<file path="config.mk">
export PLATFORM = sky130hd
export DESIGN_NAME = pattern_scan_ctrl
export DESIGN_NICKNAME = d
export VERILOG_FILES = /design/src/rtl/pattern_scan_ctrl.sv
export SDC_FILE = /design/constraint.sdc
export NUM_CORES = 1
export LEC_CHECK = 0
export BUFFER_PORTS_ARGS = -buffer_cell sky130_fd_sc_hd__clkbuf_2
export CORE_ASPECT_RATIO = 1.4
export CORE_MARGIN = 2
export CORE_UTILIZATION = 45
export CTS_CLUSTER_SIZE = 16
export DETAILED_ROUTE_END_ITERATION = 10
export PLACE_DENSITY_LB_ADDON = 0.15
export SKIP_LAST_GASP = 1
export SLEW_MARGIN = 20
export SYNTH_ARGS = -nofsm -noshare
export SYNTH_HDL_FRONTEND = slang
export SYNTH_SLANG_ARGS = --single-unit
</file>
<file path="constraint.sdc">
create_clock -name clk -period 2.37 [get_ports clk]
set_input_delay 0.3555 -clock clk [delete_from_list [all_inputs] [get_ports clk]]
set_output_delay 0.3555 -clock clk [all_outputs]
set_load 0.005 [all_outputs]
</file>
<file path="src/rtl/pattern_scan_ctrl.sv">
// Word-to-serial sequencer feeding a programmable Moore pattern matcher.
// Counts matches per word and returns the count over a valid/ready handshake.
module pattern_scan_ctrl #(
    parameter  int WORD_W = 8,
    parameter  int PAT_W  = 4,
    parameter  int CNT_W  = 4,
    localparam int LEN_W  = $clog2(PAT_W) + 1,
    localparam int IDX_W  = $clog2(WORD_W)
) (
    input  logic              clk,
    input  logic              rst,
    input  logic              cfg_we,
    input  logic [PAT_W-1:0]  cfg_pattern,
    input  logic [LEN_W-1:0]  cfg_len,
    input  logic              cfg_overlap,
    input  logic              in_valid,
    output logic              in_ready,
    input  logic [WORD_W-1:0] in_word,
    output logic              ser_bit,
    output logic              det,
    output logic              busy,
    output logic              out_valid,
    input  logic              out_ready,
    output logic [CNT_W-1:0]  out_count
);

    typedef enum logic [1:0] {
        IDLE   = 2'd0,
        SHIFT  = 2'd1,
        REPORT = 2'd2
    } state_t;

    state_t              state_r, state_s;
    logic [WORD_W-1:0]   word_r;
    logic [IDX_W-1:0]    idx_r;
    logic [PAT_W-1:0]    hist_r, hist_s;
    logic [LEN_W-1:0]    fill_r, fill_s;
    logic [CNT_W-1:0]    cnt_r, cnt_s;
    logic [PAT_W-1:0]    pat_r;
    logic [LEN_W-1:0]    len_r;
    logic                ovl_r;
    logic                det_r, ser_bit_r, in_ready_r, busy_r, out_valid_r;
    logic                cur_bit_s, match_s;
    logic [LEN_W:0]      fill_inc_s;

    // Out-of-range lengths collapse to the full pattern width.
    function automatic logic [LEN_W-1:0] norm_len(input logic [LEN_W-1:0] l);
        if ((l == {LEN_W{1'b0}}) || (l > LEN_W'(PAT_W)))
            return LEN_W'(PAT_W);
        else
            return l;
    endfunction

    function automatic logic [PAT_W-1:0] len_mask(input logic [LEN_W-1:0] l);
        logic [PAT_W-1:0] m;
        for (int i = 0; i < PAT_W; i++)
            m[i] = (i < int'(l));
        return m;
    endfunction

    // Matcher datapath: next history, fill, match and saturated count.
    always_comb begin
        cur_bit_s  = word_r[idx_r];
        hist_s     = {hist_r[PAT_W-2:0], cur_bit_s};
        fill_inc_s = {1'b0, fill_r} + {{LEN_W{1'b0}}, 1'b1};
        match_s    = (fill_inc_s >= {1'b0, len_r}) &&
                     (((hist_s ^ pat_r) & len_mask(len_r)) == {PAT_W{1'b0}});
        if (match_s && !ovl_r)
            fill_s = {LEN_W{1'b0}};
        else if (fill_r == LEN_W'(PAT_W))
            fill_s = fill_r;
        else
            fill_s = fill_r + {{(LEN_W-1){1'b0}}, 1'b1};
        if (cnt_r == {CNT_W{1'b1}})
            cnt_s = cnt_r;
        else
            cnt_s = cnt_r + {{(CNT_W-1){1'b0}}, 1'b1};
    end

    // Next-state logic.
    always_comb begin
        state_s = state_r;
        case (state_r)
            IDLE:    if (in_valid)                 state_s = SHIFT;  else state_s = IDLE;
            SHIFT:   if (idx_r == {IDX_W{1'b0}})   state_s = REPORT; else state_s = SHIFT;
            REPORT:  if (out_ready)                state_s = IDLE;   else state_s = REPORT;
            default: state_s = IDLE;
        endcase
    end

    // State register.
    always_ff @(posedge clk) begin
        if (rst)
            state_r <= IDLE;
        else
            state_r <= state_s;
    end

    // Datapath, configuration and registered status outputs.
    always_ff @(posedge clk) begin
        if (rst) begin
            word_r      <= {WORD_W{1'b0}};
            idx_r       <= {IDX_W{1'b0}};
            hist_r      <= {PAT_W{1'b0}};
            fill_r      <= {LEN_W{1'b0}};
            cnt_r       <= {CNT_W{1'b0}};
            pat_r       <= PAT_W'(3'b101);
            len_r       <= LEN_W'(3);
            ovl_r       <= 1'b1;
            det_r       <= 1'b0;
            ser_bit_r   <= 1'b0;
            in_ready_r  <= 1'b1;
            busy_r      <= 1'b0;
            out_valid_r <= 1'b0;
        end else begin
            in_ready_r  <= (state_s == IDLE);
            busy_r      <= (state_s != IDLE);
            out_valid_r <= (state_r == REPORT);
            case (state_r)
                IDLE: begin
                    det_r <= 1'b0;
                    if (cfg_we) begin
                        pat_r <= cfg_pattern;
                        len_r <= norm_len(cfg_len);
                        ovl_r <= cfg_overlap;
                    end
                    if (in_valid) begin
                        word_r <= in_word;
                        idx_r  <= IDX_W'(WORD_W - 1);
                        hist_r <= {PAT_W{1'b0}};
                        fill_r <= {LEN_W{1'b0}};
                        cnt_r  <= {CNT_W{1'b0}};
                    end
                end
                SHIFT: begin
                    ser_bit_r <= cur_bit_s;
                    hist_r    <= hist_s;
                    fill_r    <= fill_s;
                    det_r     <= match_s;
                    idx_r     <= idx_r - {{(IDX_W-1){1'b0}}, 1'b1};
                    if (match_s)
                        cnt_r <= cnt_s;
                end
                REPORT:  det_r <= 1'b0;
                default: det_r <= 1'b0;
            endcase
        end
    end

    assign in_ready  = in_ready_r;
    assign busy      = busy_r;
    assign out_valid = out_valid_r;
    assign out_count = cnt_r;
    assign det       = det_r;
    assign ser_bit   = ser_bit_r;

endmodule
</file>
======== Word level (Yosys, flattened, before mapping) ========
Cells that the tools add are included.
operators by class
  $add $sub $neg .......................... 4
  mux-type cells .......................... 18
  order comparisons ....................... 7
  reduce and logical (&&, ||, !) cells .... 17
  bitwise operators ....................... 3
  equality and inequality tests ........... 8
operators with widths
  operator                                                     count
  one-hot mux 3 bit (2 select lines)                           3
  two-way mux 3 bit                                            5
  two-way mux 4 bit                                            3
  one-hot mux 4 bit (2 select lines)                           1
  logical NOT 3 bit                                            2
  less-than comparator 1 x 3 -> 1 bit (first input constant)   2
  less-than comparator 2 x 3 -> 1 bit (first input constant)   2
  inequality test 2 bit (second input constant)                3
  one-hot mux 2 bit (3 select lines)                           1
  AND reduction 2 bit                                          3
  adder 3 x 1 -> 4 bit (second input constant)                 1
  adder 4 x 1 -> 4 bit (second input constant)                 1
  AND 4 bit                                                    1
  equality test 4 bit (second input constant)                  1
  greater-or-equal comparator 4 x 3 -> 1 bit                   1
  logical NOT 2 bit                                            2
  logical NOT 4 bit                                            1
  less-than comparator 3 x 4 -> 1 bit (second input constant)  1
  two-way mux 2 bit                                            2
  AND reduction 4 bit                                          1
  nonzero test 2 bit                                           2
  XOR 4 bit                                                    1
  adder 3 x 1 -> 3 bit (second input constant)                 1
  binary-select mux 1 bit (select 3 bit)                       1
  13 further kinds                                             15
storage, ports and cells
  output and inout port bits .............. 9
  word-level logic and storage cells ...... 71
  bits in registers ....................... 36
  bits of input ports ..................... 21

======== Depth between registers and ports, before layout ========
Gate-level depths: netlist of the first run.
  depth in word-level cells ............... 9
  gate-level depth with buffers ........... 8

======== Least setup slack after synthesis of the first run ========
Ideal clock, no wire load.
  kind .................................... reg2reg
  start ................................... register idx_r[0]
  end ..................................... register cnt_r[3], in the netlist out_count[3]
  slack ................................... 0.232 ns
  data arrival time ....................... 2.068 ns
  data required time ...................... 2.300 ns
  setup time .............................. 0.070 ns
  path buffers ............................ 0
  cell stages (with the launch flop) ...... 7
  cells stage by stage .................... dfxtp_1 > mux4_2 > mux2_2 > mux2i_2 > nand4_2 > or3_1 > a21boi_1
on the way
  longest elaborated chain between the ends .. 8
RTL lines
  element                                  line  text
  start: declaration                       35    logic [IDX_W-1:0] idx_r;
  start signal: assignment                 103   idx_r <= {IDX_W{1'b0}};
  start signal: assignment                 129   idx_r <= IDX_W'(WORD_W - 1);
  start signal: assignment                 140   idx_r <= idx_r - {{(IDX_W-1){1'b0}}, 1'b1};
  binary-select mux 1 bit (select 3 bit)   63    cur_bit_s = word_r[idx_r];
  two-way mux 1 bit (not written as such)  63
  XOR 4 bit                                67    (((hist_s ^ pat_r) & len_mask(len_r)) == {PAT_W{1'b0}});
  AND 4 bit                                67
  logical NOT 4 bit                        67
  logical AND 1 bit                        66    match_s = (fill_inc_s >= {1'b0, len_r}) &&
  inequality test 2 bit (no source line)   -
  AND reduction 4 bit (no source line)     -
  end signal: assignment                   106   cnt_r <= {CNT_W{1'b0}};
  end signal: assignment                   132   cnt_r <= {CNT_W{1'b0}};
  end signal: assignment                   142   cnt_r <= cnt_s;
  end: declaration                         38    logic [CNT_W-1:0] cnt_r, cnt_s;
Every way passes these cells. The select of a mux whose other input is x is not followed.
A chain may end at the register's enable or synchronous reset.

======== Final worst setup path of the first run ========
Ends and elaborated chain as after synthesis.

==> results by group, run 1 <==
Power
  – Leakage power: 0.841 nW
  – Switching power: 0.000407 W
  – Combinational power share: 18.8%
  – Sw Share: 29.0%
  – Total power: ~0.0014 W
  – P_int: 0.000997 W
  – VDD IR max: 0.598 mV
  – Flop pwr share: 49.3%
  – PD cells: between 700 and 800 nW/um^2
  – Clk network pwr share: 32.0%

Floorplan
  – Die W: roughly 55 um
  – Site Rows: 26
  – DIE AREA: 4190 um^2
  – Ports: 30
  – Core area: 3580 um^2
  – Initial Util: 46.3%
  – Die Y: 75.8 um

Setup path
  – CP Cell Sequence: mux4_2 -> mux2_2 -> mux2i_4 -> nand4_4 -> or3_1 -> a21boi_1
  – Startpoint Class: flop
  – Crit path buf inv count: 0
  – CP max FO: 7
  – Biggest cell delay along the critical path: 0.50 ns
  – Cell family with most CP delay: multiplexers
  – Reg2Reg Launch Point: idx_r[0]
  – Worst path slowest cell: mux4_2
  – Setup CP Type: flop to flop
  – Worst Path Arrival: 2.38 ns
  – Worst r2r dst: out_count[3]
  – Worst reg2reg path depth: 6
  – Reg2reg setup slack: 0.21 ns
  – Crit. End Element: flop
  – Worst Path Required: 2.59 ns

Logic synthesis
  – Post-Synth XOR/XNOR Area: 2.64%
  – Synth Area in Compound Gates: ~14%
  – Mux share of post-synthesis cell area: 4.23%
  – Syn Area/Cell: 8.42 um^2
  – Post-synth EDFFs: 0
  – Synthesized instance count: 197
  – Largest family of logic cells by synthesized area: simple AND/OR/NAND/NOR gates
  – Post-synthesis sequential area ratio: 43.5%
  – Adder-cell share of the synthesized area: 6.79%
  – Simple-Gate Fraction of Synth Area: between 20% and 30%
  – Seq cells post-synth: 36
  – Fraction of registers with async set/reset: 0%
  – Syn_nets: roughly 230
  – Primary FF master, synth: dfxtp_1
  – Mapped cell area: between 1500 and 2000 um^2
  – Synth Warn #: 0
  – Netlist cell types: 40

Cells and area
  – Layout cell share with drive strength beyond 1: a little over a fifth
  – Fillers: 335
  – Area delta synth->final: 18.6%
  – Core Util, Final: 55.0%
  – Ant diodes: 0
  – Fin nets: between 200 and 300
  – Fin area: 1970 um^2

Min path
  – Worst hold-check path type: primary input to flop
  – Worst hold path depth: 3
  – Worst Hold Path EP: pat_r[2]
  – Hold Crit Start: cfg_pattern[2]

Global routing
  – First-pass GRT wire length: 6.29 mm
  – Vias in the first global route: roughly 1.4k
  – Largest net degree at the start of global routing: 24
  – Antenna violations before repair: 0
  – Grt total ovfl: 0
  – Global Route Usage Sum: 19.2%

Clock tree
  – Setup bufs post-CTS: 0
  – Cts repair resizes: 0
  – CTS tree: yes
  – Inserted Clock Buffers: 5
  – Maximum clock insertion buffer count: 2
  – Clk Latency, worst-skew pair: 0.29 ns
  – Clock sinks: 36
  – CTS H-tree depth: 2
  – Hold buffers post-CTS: 0
  – Worst-path clk slew: 0.08 ns
  – Root Buffer: clkbuf_8

Place
  – RePlAce Congestion: 0.854
  – DP Wirelength: 2.84 mm
  – Port Buf Inserts: 29
  – Placed inst area: 1850 um^2

Routing
  – Drt wl/cell: 13.6 um
  – Vias per cell: 5.31
  – WL final: approximately 3.7 mm
  – DRC: 0
  – First drt pass iteration count: 4
  – Initial DRC Count: 50
  – Routed Antenna Nets: 0
  – Routed vias: 1439

STA
  – Fin crit period: 2.16 ns
  – Final Cycle Share: 91.3%
  – Setup TNS: 0 ns
  – Max-slew headroom: 67.2%
  – Maximum clock rate: 0.462 GHz
  – Least-Margin Pin Slew: 0.491 ns
  – RSZ-0062 raised after global routing: no
  – WHS: 0.271 ns
  – Hold Vio Cnt, Final: 0
  – Max-slew violation count: 0
  – Layout Skew: 0.00825 ns
  – Setup-failing EPs final: 0

Run
  – Total of max-cap violations: 0

Outcome
  – Status: finished clean
cells in the final DEF (no fill, tap or decap), drive strengths merged, types with 3 or more instances in the layout:
cell,n
nor3,3
ha,9
buf,4
a21oi,21
clkbuf,35
xnor2,3
o21ai,6
inv,10
nand3b,4
nand3,5
nand2,35
nor2,18
dfxtp,36
a31oi,3
final cells by class:
class	count	area [um^2]	share of cell area (%)
repair buffers	33	175	8.91
clock inverters	2	10.0	0.509
multi-input cells	142	887	45.1
flip-flops and latches	36	722	36.7
inverters	10	37.5	1.91
well taps	42	52.6	2.67
clock buffers	6	82.6	4.20
cells in the mapped netlist (2+ instances only):
cell | instances | area share, %
xnor2_1 | 3 | 1.6
inv_1 | 10 | 2.3
and2_1 | 2 | 0.75
dfxtp_1 | 36 | 43
nor3_1 | 3 | 0.91
nor2b_1 | 2 | 0.75
a21oi_1 | 21 | 6.3
a211o_1 | 2 | 1.1
ha_1 | 9 | 6.8
nand3_1 | 5 | 1.5
nor3b_1 | 2 | 0.91
and3_1 | 2 | 0.75
nand2b_1 | 2 | 0.75
o21ai_1 | 5 | 1.5
nand2_1 | 35 | 7.9
clkbuf_1 | 9 | 2.0
nand3b_1 | 4 | 1.8
or3_1 | 2 | 0.75
a31oi_1 | 3 | 1.1
xor2_1 | 2 | 1.1
mux4_2 | 2 | 2.7
nor2_1 | 18 | 4.1
worst max-delay path by stage:
stage                     startpoint           end  slack [ns]  depth (start not counted)
final                       idx_r[0]  out_count[3]        0.21                          6
after global routing       fill_r[0]  out_count[3]        0.04                          8
after CTS                   idx_r[0]  out_count[3]        0.06                          6
after detailed placement    idx_r[0]  out_count[3]        0.09                          6
after global placement      idx_r[0]  out_count[3]        0.16                          6
after floorplan             idx_r[0]  out_count[3]        0.23                          6
state kept, by name, indices dropped and copies added, names as in the netlist:
| register | cells |
|---|---|
| len_r | 3 |
| idx_r | 3 |
| ser_bit | 1 |
| hist_r | 3 |
| word_r | 8 |
| ovl_r | 1 |
| det | 1 |
| out_count | 4 |
| pat_r | 4 |
| state_r | 2 |
| busy | 1 |
| in_ready | 1 |
| out_valid | 1 |
| fill_r | 3 |
routing by layer:
metal	up-vias	track usage [%]	wire length (um)
met3	5	5.09	151
met1	668	20.3	1510
met2	30	36.9	1970
li1	736	-	-
met5	-	0	0
met4	0	6.78	49
kinds of logic (layout without fill, tap and decap cells):
family,Yosys count,count (layout)
xor+xnor,5,5
fa+ha+maj,9,9
mux,4,4
compound gates,40,40
simple gates,84,84
flops,36,36
buf+inv,19,51
power groups by stage:
stage	Clock, W	Combinational [W]	Sequential [W]
floorplan	0	0.000178	0.000693
global placement	0	0.000238	0.000703
detailed placement	0	0.000250	0.000705
CTS	0.000455	0.000251	0.000691
global route	0.000485	0.000301	0.000698
finish	0.000449	0.000264	0.000692
metrics by stage:
| step | instances | worst slack, ns |
|---|---|---|
| 5_1_grt | 271 | 0.0406 |
| 3_3_place_gp | 263 | 0.161 |
| 2_1_floorplan | 197 | 0.232 |
| 6_report | 271 | 0.206 |
| 3_5_place_dp | 263 | 0.0872 |
| 4_1_cts | 271 | 0.0638 |
worst register-to-register path, delay by kind of cell, from the launching register on:
kind,cells,cell delay (ns)
simple gates,2,0.53
compound gates,1,0.14
mux,3,1.05
flops,1,0.38
No activity file was read; power rests on OpenSTA's default activity.
==> run 2: changes to the inputs <==
--- a/config.mk
+++ b/config.mk
@@ -5,9 +5,10 @@
 export SDC_FILE = /design/constraint.sdc
 export NUM_CORES = 1
 export LEC_CHECK = 0
+export ABC_AREA = 0
 export BUFFER_PORTS_ARGS = -buffer_cell sky130_fd_sc_hd__clkbuf_2
 export CORE_ASPECT_RATIO = 1.4
-export CORE_MARGIN = 2
+export CORE_MARGIN = 5
 export CORE_UTILIZATION = 45
 export CTS_CLUSTER_SIZE = 16
 export DETAILED_ROUTE_END_ITERATION = 10
==> run 2 against run 1 <==
  * Sequential share of layout area shrank 0.11 points
  * Global-route usage shrank 2.7 points
  * Cell count shrank 0.37%
  * Non-clock buffer count is the same
  * Clock skew shrank 0.0041 ns
  * Clock power grew 2%
  * Maximum frequency shrank 3.9%
  * Combinational power is essentially flat
  * First-iteration DRC count shrank 24%
  * Via count is essentially flat
  * Register-to-register slack lost 0.09 ns
  * Setup slack lost 0.087 ns
  * Critical endpoint unchanged
==> results by group, run 2 (same netlist as run 1, synthesis figures left out) <==
Outcome
  – Status: finished clean

Cells and area
  – Max FFs per register: 8
  – Ant diodes: 0
  – Layout cell share with drive strength beyond 1: 20.6%
  – Fin area: ~2000 um^2
  – Most flops, register: word_r
  – Post-Layout Cell Count: 270
  – Area delta synth->final: 18.8%
  – Fin nets: 258
  – Most frequent cells in the layout: 36 x dfxtp_1, 35 x nand2_1, 29 x clkbuf_2
  – Commonest non-fill, non-tap cell in the layout: dfxtp_1

STA
  – Fin crit period: 2.25 ns
  – Maximum clock rate: 0.444 GHz
  – Max-slew headroom: 64.7%
  – Layout Skew: 0.00413 ns
  – Setup-failing EPs final: 0
  – Setup TNS: 0 ns
  – Final worst slack: 0.119 ns
  – RSZ-0062 raised after global routing: no
  – Least-Margin Pin Slew: between 0.5 and 0.6 ns
  – Max-slew violation count: 0
  – Hold Vio Cnt, Final: 0
  – Final Cycle Share: between 90% and 100%

Floorplan
  – Core area: roughly 3600 um^2
  – Site Rows: 26
  – Initial Util: 45.9%
  – Die Y: 81.8 um
  – Ports: 30
  – Die W: approximately 61 um
  – DIE AREA: 5020 um^2

Clock tree
  – Maximum clock insertion buffer count: 2
  – Worst-path clk slew: 0.06 ns
  – Inserted Clock Buffers: 5
  – CTS H-tree depth: 2
  – Clk Latency, worst-skew pair: roughly 0.28 ns
  – Root Buffer: clkbuf_8
  – CTS tree: yes
  – Clock sinks: 36

Setup path
  – CP Cell Sequence: mux4_2 -> mux2_2 -> mux2i_4 -> nand4_4 -> or3_1 -> a21boi_1
  – Reg2reg setup slack: 0.12 ns
  – Crit. End Element: flop
  – Biggest cell delay along the critical path: 0.52 ns
  – Setup CP Type: flop to flop
  – Worst Path Arrival: 2.46 ns
  – Worst path slowest cell: mux4_2
  – Reg2Reg Launch Point: idx_r[0]
  – Worst Path Required: roughly 2.6 ns
  – Startpoint Class: flop
  – Worst r2r dst: out_count[3]
  – CP max FO: 7
  – Worst reg2reg path depth: 6

Place
  – DP Wirelength: 2.83 mm
  – RePlAce Congestion: 0.854
  – Worst Setup Slack post-DPL: 0.0898 ns
  – Placed inst area: 1850 um^2
  – Cells after DPL: 263
  – Port Buf Inserts: 29

Global routing
  – Vias in the first global route: roughly 1.4k
  – Largest net degree at the start of global routing: 27
  – First-pass GRT wire length: 6.07 mm
  – Global Route Usage Sum: between 10% and 20%
  – Grt total ovfl: 0
  – Antenna violations before repair: 0

Routing
  – DRC: 0
  – Drt wl/cell: around 14 um
  – Routed vias: 1440
  – Routed Antenna Nets: 0
  – First drt pass iteration count: 4
  – Initial DRC Count: 38
  – Vias per cell: 5.33
  – WL final: between 3 and 4 mm

Run
  – Total of max-cap violations: 0

Min path
  – Worst hold-check path type: primary input to flop
  – Worst hold path depth: 3
  – Worst Hold Path EP: pat_r[0]
  – Hold Crit Start: cfg_pattern[0]

Power
  – Leakage power: 0.840 nW
  – VDD IR max: 0.426 mV
  – PD cells: roughly 720 nW/um^2
[run 2: cell types whose count changed in the layout (fill, tap and decap cells not counted), sizes merged]
| cell | change |
|---|---|
| clkinv | -2 |
| clkbuf | +1 |
[run 2: layer usage]
layer	vias up	GRT usage, %	part of all wire (%)
li1	735	-	-
met1	676	16.5	38
met2	23	30.9	57
met3	6	3.30	4.0
met4	0	7.81	1.5
met5	-	0	0
[run 2: worst max-delay path: cells and delay by family (launching register included)]
family           cells  cell delay, ns
multiplexers         3            1.08
AND/OR/NAND/NOR      2            0.54
AO/OA/AOI/OAI        1            0.14
flip-flops           1            0.42
[run 2: how the worst max path moves through the flow]
stage | start | end | slack, ns | cells past startpoint
6_report | idx_r[0] | out_count[3] | 0.12 | 6
5_1_grt | idx_r[0] | out_count[3] | 0.02 | 6
4_1_cts | idx_r[0] | out_count[3] | 0.07 | 6
3_5_place_dp | idx_r[0] | out_count[3] | 0.09 | 6
3_3_place_gp | idx_r[0] | out_count[3] | 0.16 | 6
2_1_floorplan | idx_r[0] | out_count[3] | 0.23 | 6
[run 2: timing repair]
action                     CTS  global route
setup buffers                0             0
hold buffers                 0             0
gates resized for setup      0             3
setup endpoints to repair    0             1
[run 2: final cells by class]
type | instances | area (um^2)
Clock buffer | 7 | 96.3
Fill cell | 335 | 1640
Inverter | 10 | 37.5
Multi-Input combinational cell | 142 | 887
Sequential cell | 36 | 721
Tap cell | 42 | 52.6
Timing Repair Buffer | 33 | 175
[run 2: power breakdown]
group          leakage [nW]  switching [W]  internal [W]
sequential            0.295      0.0000394      0.000650
combinational         0.494       0.000149      0.000114
clock                0.0503       0.000201      0.000259
[run 2: through the flow]
stage,power [W],util [%],hold WS (ns)
after floorplan,0.000872,-,0.429
after detailed placement,0.000952,51.3,0.449
final,0.00141,54.5,0.281
after global placement,0.000941,51.3,0.445
after global routing,0.00149,54.5,0.295
after CTS,0.00141,54.0,0.281
